### src/rtl/phy_rx_pkg.sv
// ============================================================================
//  Module   : phy_rx_pkg
//  Brief    : Shared constants and width helpers for the PHY receive path.
//  Revision : 1.0 - initial release
// ============================================================================
`default_nettype none

package phy_rx_pkg;

    // Comma symbol used by the upstream serial-to-parallel aligner
    localparam logic [7:0] c_com_symbol = 8'hBC;

    function automatic int calc_word_w(input int byte_w, input int bytes_per_word);
        return byte_w * bytes_per_word;
    endfunction

    // Index width that stays at least one bit for single-entry ranges
    function automatic int idx_w(input int n);
        return (n > 1) ? $clog2(n) : 1;
    endfunction

endpackage

`default_nettype wire

### src/rtl/phy_rx_lane_fifo.sv
// ============================================================================
//  Module   : phy_rx_lane_fifo
//  Brief    : Per-lane synchronous skew FIFO with wrap-bit full/empty flags.
//  Revision : 1.0 - initial release
// ============================================================================
`default_nettype none

module phy_rx_lane_fifo #(
    parameter int WIDTH = 32,
    parameter int DEPTH = 4
) (
    input  logic             clk,
    input  logic             rst,
    input  logic             i_push,
    input  logic [WIDTH-1:0] i_wdata,
    input  logic             i_pop,
    output logic [WIDTH-1:0] o_rdata,
    output logic             o_full,
    output logic             o_empty
);

    localparam int c_aw = $clog2(DEPTH);

    logic [WIDTH-1:0] r_mem [DEPTH];
    logic [c_aw:0]    r_wr_ptr;
    logic [c_aw:0]    r_rd_ptr;
    logic             w_do_push;
    logic             w_do_pop;

    assign o_empty = (r_wr_ptr == r_rd_ptr);
    assign o_full  = (r_wr_ptr[c_aw] != r_rd_ptr[c_aw]) &&
                     (r_wr_ptr[c_aw-1:0] == r_rd_ptr[c_aw-1:0]);

    // A pop in the same cycle frees the slot, so a full FIFO can still take a push
    assign w_do_push = i_push && (!o_full || i_pop);
    assign w_do_pop  = i_pop && !o_empty;

    assign o_rdata = r_mem[r_rd_ptr[c_aw-1:0]];

    always_ff @(posedge clk) begin
        if (rst) begin
            r_wr_ptr <= '0;
            r_rd_ptr <= '0;
        end else begin
            if (w_do_push) r_wr_ptr <= r_wr_ptr + 1'b1;
            if (w_do_pop)  r_rd_ptr <= r_rd_ptr + 1'b1;
        end
    end

    always_ff @(posedge clk) begin
        if (w_do_push) r_mem[r_wr_ptr[c_aw-1:0]] <= i_wdata;
    end

endmodule

`default_nettype wire

### src/rtl/phy_rx_unstripe_n.sv
// ============================================================================
//  Module   : phy_rx_unstripe_n
//  Brief    : N-lane receive merger: per-lane word assembly, skew FIFOs and
//             strict round-robin un-striping with output backpressure.
//  Revision : 1.0 - initial release
// ============================================================================
`default_nettype none

module phy_rx_unstripe_n
    import phy_rx_pkg::*;
#(
    parameter int LANES          = 2,
    parameter int BYTE_W         = 8,
    parameter int BYTES_PER_WORD = 4,
    parameter int FIFO_DEPTH     = 4,
    localparam int c_word_w      = calc_word_w(BYTE_W, BYTES_PER_WORD),
    localparam int c_cfg_w       = $clog2(LANES + 1)
) (
    input  logic                      clk_4f,
    input  logic                      reset,
    input  logic [LANES*BYTE_W-1:0]   data_in,
    input  logic [LANES-1:0]          valid_in,
    input  logic [LANES-1:0]          lane_active,
    input  logic [c_cfg_w-1:0]        cfg_lanes,
    input  logic                      out_ready,
    output logic [c_word_w-1:0]       data_out,
    output logic                      valid_out,
    output logic [LANES-1:0]          overflow
);

    localparam int c_lane_w = idx_w(LANES);
    localparam int c_cnt_w  = idx_w(BYTES_PER_WORD);

    logic [c_cfg_w-1:0]  r_nlanes;
    logic [c_cfg_w-1:0]  w_cfg_clamped;
    logic [c_lane_w-1:0] r_rr_ptr;
    logic [c_lane_w-1:0] w_rr_next;
    logic [c_word_w-1:0] r_data_out;
    logic                r_valid_out;
    logic [LANES-1:0]    r_overflow;

    logic [LANES-1:0]    w_push;
    logic [LANES-1:0]    w_pop;
    logic [LANES-1:0]    w_full;
    logic [LANES-1:0]    w_empty;
    logic [LANES-1:0]    w_ovf_set;
    logic [LANES-1:0]    w_cnt_zero;
    logic [c_word_w-1:0] w_fifo_rdata [LANES];
    logic                w_load;
    logic                w_idle;

    assign data_out  = r_data_out;
    assign valid_out = r_valid_out;
    assign overflow  = r_overflow;

    always_comb begin
        w_cfg_clamped = cfg_lanes;
        if (cfg_lanes == '0) begin
            w_cfg_clamped = c_cfg_w'(1);
        end else if (cfg_lanes > c_cfg_w'(LANES)) begin
            w_cfg_clamped = c_cfg_w'(LANES);
        end
    end

    // Strict ordering: an empty head lane stalls the merge rather than being skipped
    assign w_load    = (!r_valid_out || out_ready) && !w_empty[r_rr_ptr];
    assign w_rr_next = (r_rr_ptr == c_lane_w'(r_nlanes - 1'b1)) ? '0 : r_rr_ptr + 1'b1;
    assign w_idle    = (&w_empty) && (&w_cnt_zero) && !r_valid_out;

    for (genvar k = 0; k < LANES; k++) begin : g_lane
        localparam logic [c_cfg_w-1:0]  c_lane_num = c_cfg_w'(k);
        localparam logic [c_lane_w-1:0] c_lane_idx = c_lane_w'(k);

        logic [c_cnt_w-1:0]  r_cnt;
        logic [c_word_w-1:0] r_word;
        logic [c_word_w-1:0] w_word;
        logic                w_en;
        logic                w_take;
        logic                w_last;

        assign w_en   = (c_lane_num < r_nlanes);
        assign w_take = w_en && valid_in[k] && lane_active[k];
        assign w_last = (r_cnt == c_cnt_w'(BYTES_PER_WORD - 1));

        // Shifting in at the LSB leaves the first byte of the word in the MSBs
        assign w_word = (r_word << BYTE_W) | c_word_w'(data_in[k*BYTE_W +: BYTE_W]);

        assign w_push[k]     = w_take && w_last;
        assign w_pop[k]      = w_load && (r_rr_ptr == c_lane_idx);
        assign w_ovf_set[k]  = w_push[k] && w_full[k] && !w_pop[k];
        assign w_cnt_zero[k] = (r_cnt == '0);

        always_ff @(posedge clk_4f) begin
            if (reset) begin
                r_cnt  <= '0;
                r_word <= '0;
            end else if (!w_en || !lane_active[k]) begin
                r_cnt <= '0;
            end else if (w_take) begin
                r_word <= w_word;
                r_cnt  <= w_last ? '0 : r_cnt + 1'b1;
            end
        end

        phy_rx_lane_fifo #(
            .WIDTH (c_word_w),
            .DEPTH (FIFO_DEPTH)
        ) u_fifo (
            .clk     (clk_4f),
            .rst     (reset),
            .i_push  (w_push[k]),
            .i_wdata (w_word),
            .i_pop   (w_pop[k]),
            .o_rdata (w_fifo_rdata[k]),
            .o_full  (w_full[k]),
            .o_empty (w_empty[k])
        );
    end

    always_ff @(posedge clk_4f) begin
        if (reset) begin
            r_data_out  <= '0;
            r_valid_out <= 1'b0;
            r_rr_ptr    <= '0;
            r_nlanes    <= w_cfg_clamped;
            r_overflow  <= '0;
        end else begin
            r_overflow <= r_overflow | w_ovf_set;
            if (w_load) begin
                r_data_out  <= w_fifo_rdata[r_rr_ptr];
                r_valid_out <= 1'b1;
                r_rr_ptr    <= w_rr_next;
            end else if (out_ready) begin
                r_valid_out <= 1'b0;
            end
            // Lane count only changes when nothing is in flight anywhere
            if (w_idle) begin
                r_nlanes <= w_cfg_clamped;
                r_rr_ptr <= '0;
            end
        end
    end

endmodule

`default_nettype wire

### config.mk
export PLATFORM = sky130hd
export DESIGN_NAME = phy_rx_unstripe_n
export DESIGN_NICKNAME = d
export VERILOG_FILES = /design/src/rtl/phy_rx_pkg.sv /design/src/rtl/phy_rx_lane_fifo.sv /design/src/rtl/phy_rx_unstripe_n.sv
export SDC_FILE = /design/constraint.sdc
export NUM_CORES = 1
export LEC_CHECK = 0
export BUFFER_PORTS_ARGS = -buffer_cell sky130_fd_sc_hd__buf_2
export CAP_MARGIN = 20
export CORE_AREA = 2 2 138 174
export DETAILED_ROUTE_END_ITERATION = 16
export DIE_AREA = 0 0 140 176
export GPL_TIMING_DRIVEN = 0
export PLACE_DENSITY = 0.76
export SLEW_MARGIN = 20
export SYNTH_ARGS = -nofsm -noshare
export SYNTH_HDL_FRONTEND = slang
export SYNTH_SLANG_ARGS = --single-unit
### constraint.sdc
create_clock -name clk_4f -period 2.8 [get_ports clk_4f]
set_input_delay 0.42 -clock clk_4f [delete_from_list [all_inputs] [get_ports clk_4f]]
set_output_delay 0.42 -clock clk_4f [all_outputs]
set_load 0.05 [all_outputs]
==> metrics.md <==
| Metric | Value |
|---|---|
| Logic gate share of total power | `4.8%` |
| Reg power frac | `53.9%` |
| CTS Buffer Depth | `3` |
| DRT Wirelength | `28300 um` |
| Internal power | `0.00851 W` |
| Clock sinks | `362` |
| Clk_skew | `19.6 ps` |
| Antenna Nets Post-Route | `0` |
| Total of max-cap violations | `0` |
| Residual DRC | `6` |
| Setup bufs post-CTS | `0` |
| Pre-CTS setup slack | `9.57 ps` |
| Initial Util | `59.3%` |
| Worst r2r path cells | `6` |
| Worst Path Max Fanout | `10` |
| Cell Chain, Critical Path | `clkbuf_1 -> clkbuf_1 -> buf_1 -> buf_1 -> a21oi_1` |
| RSZ-0062 raised after global routing | `no` |
| Final hold violation count | `0` |
| Violated checks | `design-rule violations` |
| Hold endpoint | `g_lane[1].u_fifo.r_mem[0][0]` |
| First-pass GRT wire length | `43200 um` |
| Num rows | `62` |
| Kind of critical path | `primary input to flop` |
| Wirelength per Cell | `23.1 um` |
| Share of the synthesized area in the top cell type | `57.1%` |
| Slowest CP cell | `buf_1` |
| H-tree depth | `2` |
| Top area cells in the synthesized netlist | `edfxtp_1, dfxtp_1, mux4_2` |
| Crit path largest cell delay | `700 ps` |
| Vias | `7361` |
| HP Start | `data_in[8]` |
| Slew Limit Fails | `0` |
| Clock latency on the worst-skew pair | `510 ps` |
| Multi-input logic area | `0.00347 mm2` |
| Iteration-0 DRC Markers | `631` |
| Gr ovfl total | `0` |
| Vias in the first global route | `7411` |
| CTS tree | `built` |
| Tot GR Track Use | `23.5%` |
| Area Growth Syn to Fin | `14.2%` |
| Number of synthesized register bits | `362` |
| Critical path startpoint category | `primary input` |
| Synth warnings | `0` |
| Fill count | `1502` |
| Total CTS buffers | `34` |
| Global placement routability congestion | `0.842` |
| PD cells | `696 mW/mm2` |
| Status | `finished with violations` |
| Post-synthesis sequential area ratio | `72.4%` |
| Distinct cell type count after synthesis | `42` |
| Layout cells sized above 1 | `23.2%` |
| Worst hold slack | `144 ps` |
| Final Setup Violations | `0` |
| Antenna cells | `0` |
| Hold Crit Depth | `1` |
| Initial antenna violation count | `0` |
| Switching Share | `21.1%` |
| CORE AREA | `0.0229 mm2` |
| Reg2reg setup slack | `480 ps` |
| Synthesized net count | `847` |
| Post-route minimum period | `2370 ps` |
| Die X | `140 um` |
| Cts-stage hold buffer count | `0` |
| Final period utilization | `84.8%` |
| Io pins | `60` |
| Mean area per synthesized cell | `16.8 um2` |
| Register Area | `0.00983 mm2` |
| Die height | `176 um` |
| NumNets Final | `948` |
| Worst Max-Slew Pin Slew | `838 ps` |
| Top cell type by total area after synthesis | `edfxtp_1` |
| Worst reg2reg endpoint | `g_lane[1].u_fifo.r_wr_ptr[2]` |
| Die Area | `0.0246 mm2` |
| Switch Pwr | `0.00227 W` |
| Slew headroom | `44.1%` |
| Fmax | `421 MHz` |
| Arrival time worst endpoint | `2710 ps` |
| PortBufs | `57` |
| Vias per cell | `6.02` |
| CP required | `3140 ps` |
| CTS resizes | `0` |
| First drt pass iteration count | `12` |
| Clock power frac | `41.3%` |
| Leak Pwr | `5.09 nW` |
| HP Class | `primary input to flop` |
| Crit. End Element | `flop` |
| Final setup margin | `425 ps` |
| Peak VDD IR | `0.475 mV` |
| Final HPWL DP | `18700 um` |
| Cell area after synthesis | `0.0136 mm2` |
| RR Startpoint | `r_nlanes[1]` |
| Largest net degree at the start of global routing | `27` |
| Clock transition at path regs | `60 ps` |
| Root buffer cell | `clkbuf_16` |
| Post-Syn Instances | `808` |
## state kept, by name (all words and copies together) (netlist names), named ones only
signal	flops
data_out	32
g_lane.r_cnt	4
g_lane.r_word	48
g_lane.u_fifo.r_mem	256
g_lane.u_fifo.r_rd_ptr	6
g_lane.u_fifo.r_wr_ptr	6
overflow	2
r_nlanes	2
r_rr_ptr	1
valid_out	1
## layer usage
layer	GRT usage (%)	up-vias	share of wire (%)	wire length, um
li1	-	3337	-	-
met1	31.6	3716	40	11400
met2	40.2	267	51	14500
met3	3.23	41	6.0	1690
met4	7.87	0	2.7	770
met5	0	-	0	0
## layout make-up
class / count / area share (%)
flip-flops and latches: 362 / 63.4
multi-input cells: 384 / 22.4
clock buffers: 48 / 6.43
repair buffers: 65 / 3.02
well taps: 288 / 2.33
plain buffers: 49 / 1.53
clock inverters: 14 / 0.589
inverters: 13 / 0.315
## cells in the mapped netlist
library cell  instances
edfxtp_1            258
dfxtp_1             104
nand2_1             101
mux4_2               64
a21oi_1              59
nor3b_1              33
a221o_1              29
clkbuf_1             25
buf_2                15
ha_1                 14
nor2_1               14
inv_1                13
and3_1                9
nand3_1               7
o21ai_0               6
mux2i_1               5
nor3_1                5
xor2_1                5
buf_1                 4
buf_6                 4
xnor2_1               4
a221o_2               3
xnor2_2               3
and2_0                2
mux2_2                2
nand4_1               2
nor2b_1               2
o2111ai_1             2
a2111oi_0             1
a311oi_4              1
a31o_2                1
a31oi_1               1
and2_1                1
and2b_1               1
buf_4                 1
nand2b_1              1
o2111a_1              1
o211a_1               1
o311ai_4              1
o41ai_1               1
or2_2                 1
or3_1                 1
## critical path: cells and delay by family
| kind | cells | cell delay (ps) |
|---|---|---|
| compound gates | 1 | 90 |
| buf+inv | 4 | 2190 |
## worst max-delay path by stage
stage | start | end | slack [ps] | depth (start not counted)
5_1_grt | reset | g_lane[0].r_word[5] | 340 | 5
3_5_place_dp | reset | g_lane[1].r_word[21] | 10 | 5
3_3_place_gp | valid_in[1] | g_lane[1].u_fifo.r_wr_ptr[2] | -470 | 6
6_report | reset | g_lane[1].r_word[21] | 430 | 5
4_1_cts | r_nlanes[1] | g_lane[1].u_fifo.r_wr_ptr[2] | 450 | 6
2_1_floorplan | valid_out | g_lane[0].u_fifo.r_wr_ptr[2] | 240 | 4
## per-stage QoR
| stage | instances | area (um2) | total power [W] | setup TNS [ps] | util (%) |
|---|---|---|---|---|---|
| finish | 1223 | 15500 | 0.0108 | 0 | 67.7 |
| global route | 1223 | 15500 | 0.0111 | 0 | 67.7 |
| CTS | 1223 | 15500 | 0.0109 | 0 | 67.7 |
| detailed placement | 1161 | 14400 | 0.00645 | 0 | 63.0 |
| global placement | 1153 | 14200 | 0.00643 | -75800 | 62.1 |
| floorplan | 808 | 13600 | 0.00627 | 0 | - |
## kinds of logic (layout without fill, tap and decap cells)
| group | Yosys count | after routing | synth area share, % |
|---|---|---|---|
| DFF | 362 | 362 | 72.4 |
| and+or+nand+nor | 180 | 180 | 6.38 |
| AOI/OAI and AO/OA | 107 | 107 | 5.70 |
| muxes | 71 | 71 | 11.2 |
| buffers and inverters | 62 | 189 | 2.10 |
| adders and majority gates | 14 | 14 | 1.29 |
| xor gates and xnor gates | 12 | 12 | 0.940 |
## power groups by stage
stage,clock (W),combinational (W),sequential [W]
floorplan,0,0.000250,0.00602
global placement,0,0.000504,0.00593
detailed placement,0,0.000515,0.00593
CTS,0.00452,0.000519,0.00581
finish,0.00445,0.000515,0.00582
global route,0.00471,0.000548,0.00582
## layout by cell type (no fill, tap or decap), types with 3 or more instances in the layout
master,Yosys,routed
edfxtp_1,258,258
nand3_1,7,7
a21oi_1,59,59
xnor2_1,4,4
clkbuf_16,0,37
and3_2,0,8
ha_1,14,14
nand2_1,101,101
xor2_1,5,5
buf_6,4,4
buf_1,4,4
mux2i_1,5,5
clkinv_1,0,6
mux4_2,64,64
buf_12,0,5
clkinv_2,0,6
dfxtp_1,104,104
buf_16,0,3
a221o_1,29,29
clkbuf_1,25,33
o21ai_0,6,6
nor3b_1,33,33
inv_1,13,13
a221o_2,3,3
clkbuf_8,0,3
buf_2,15,72
nor3_1,5,5
nor2_1,14,14
xnor2_2,3,3
Power figures use the tool's default switching activity.
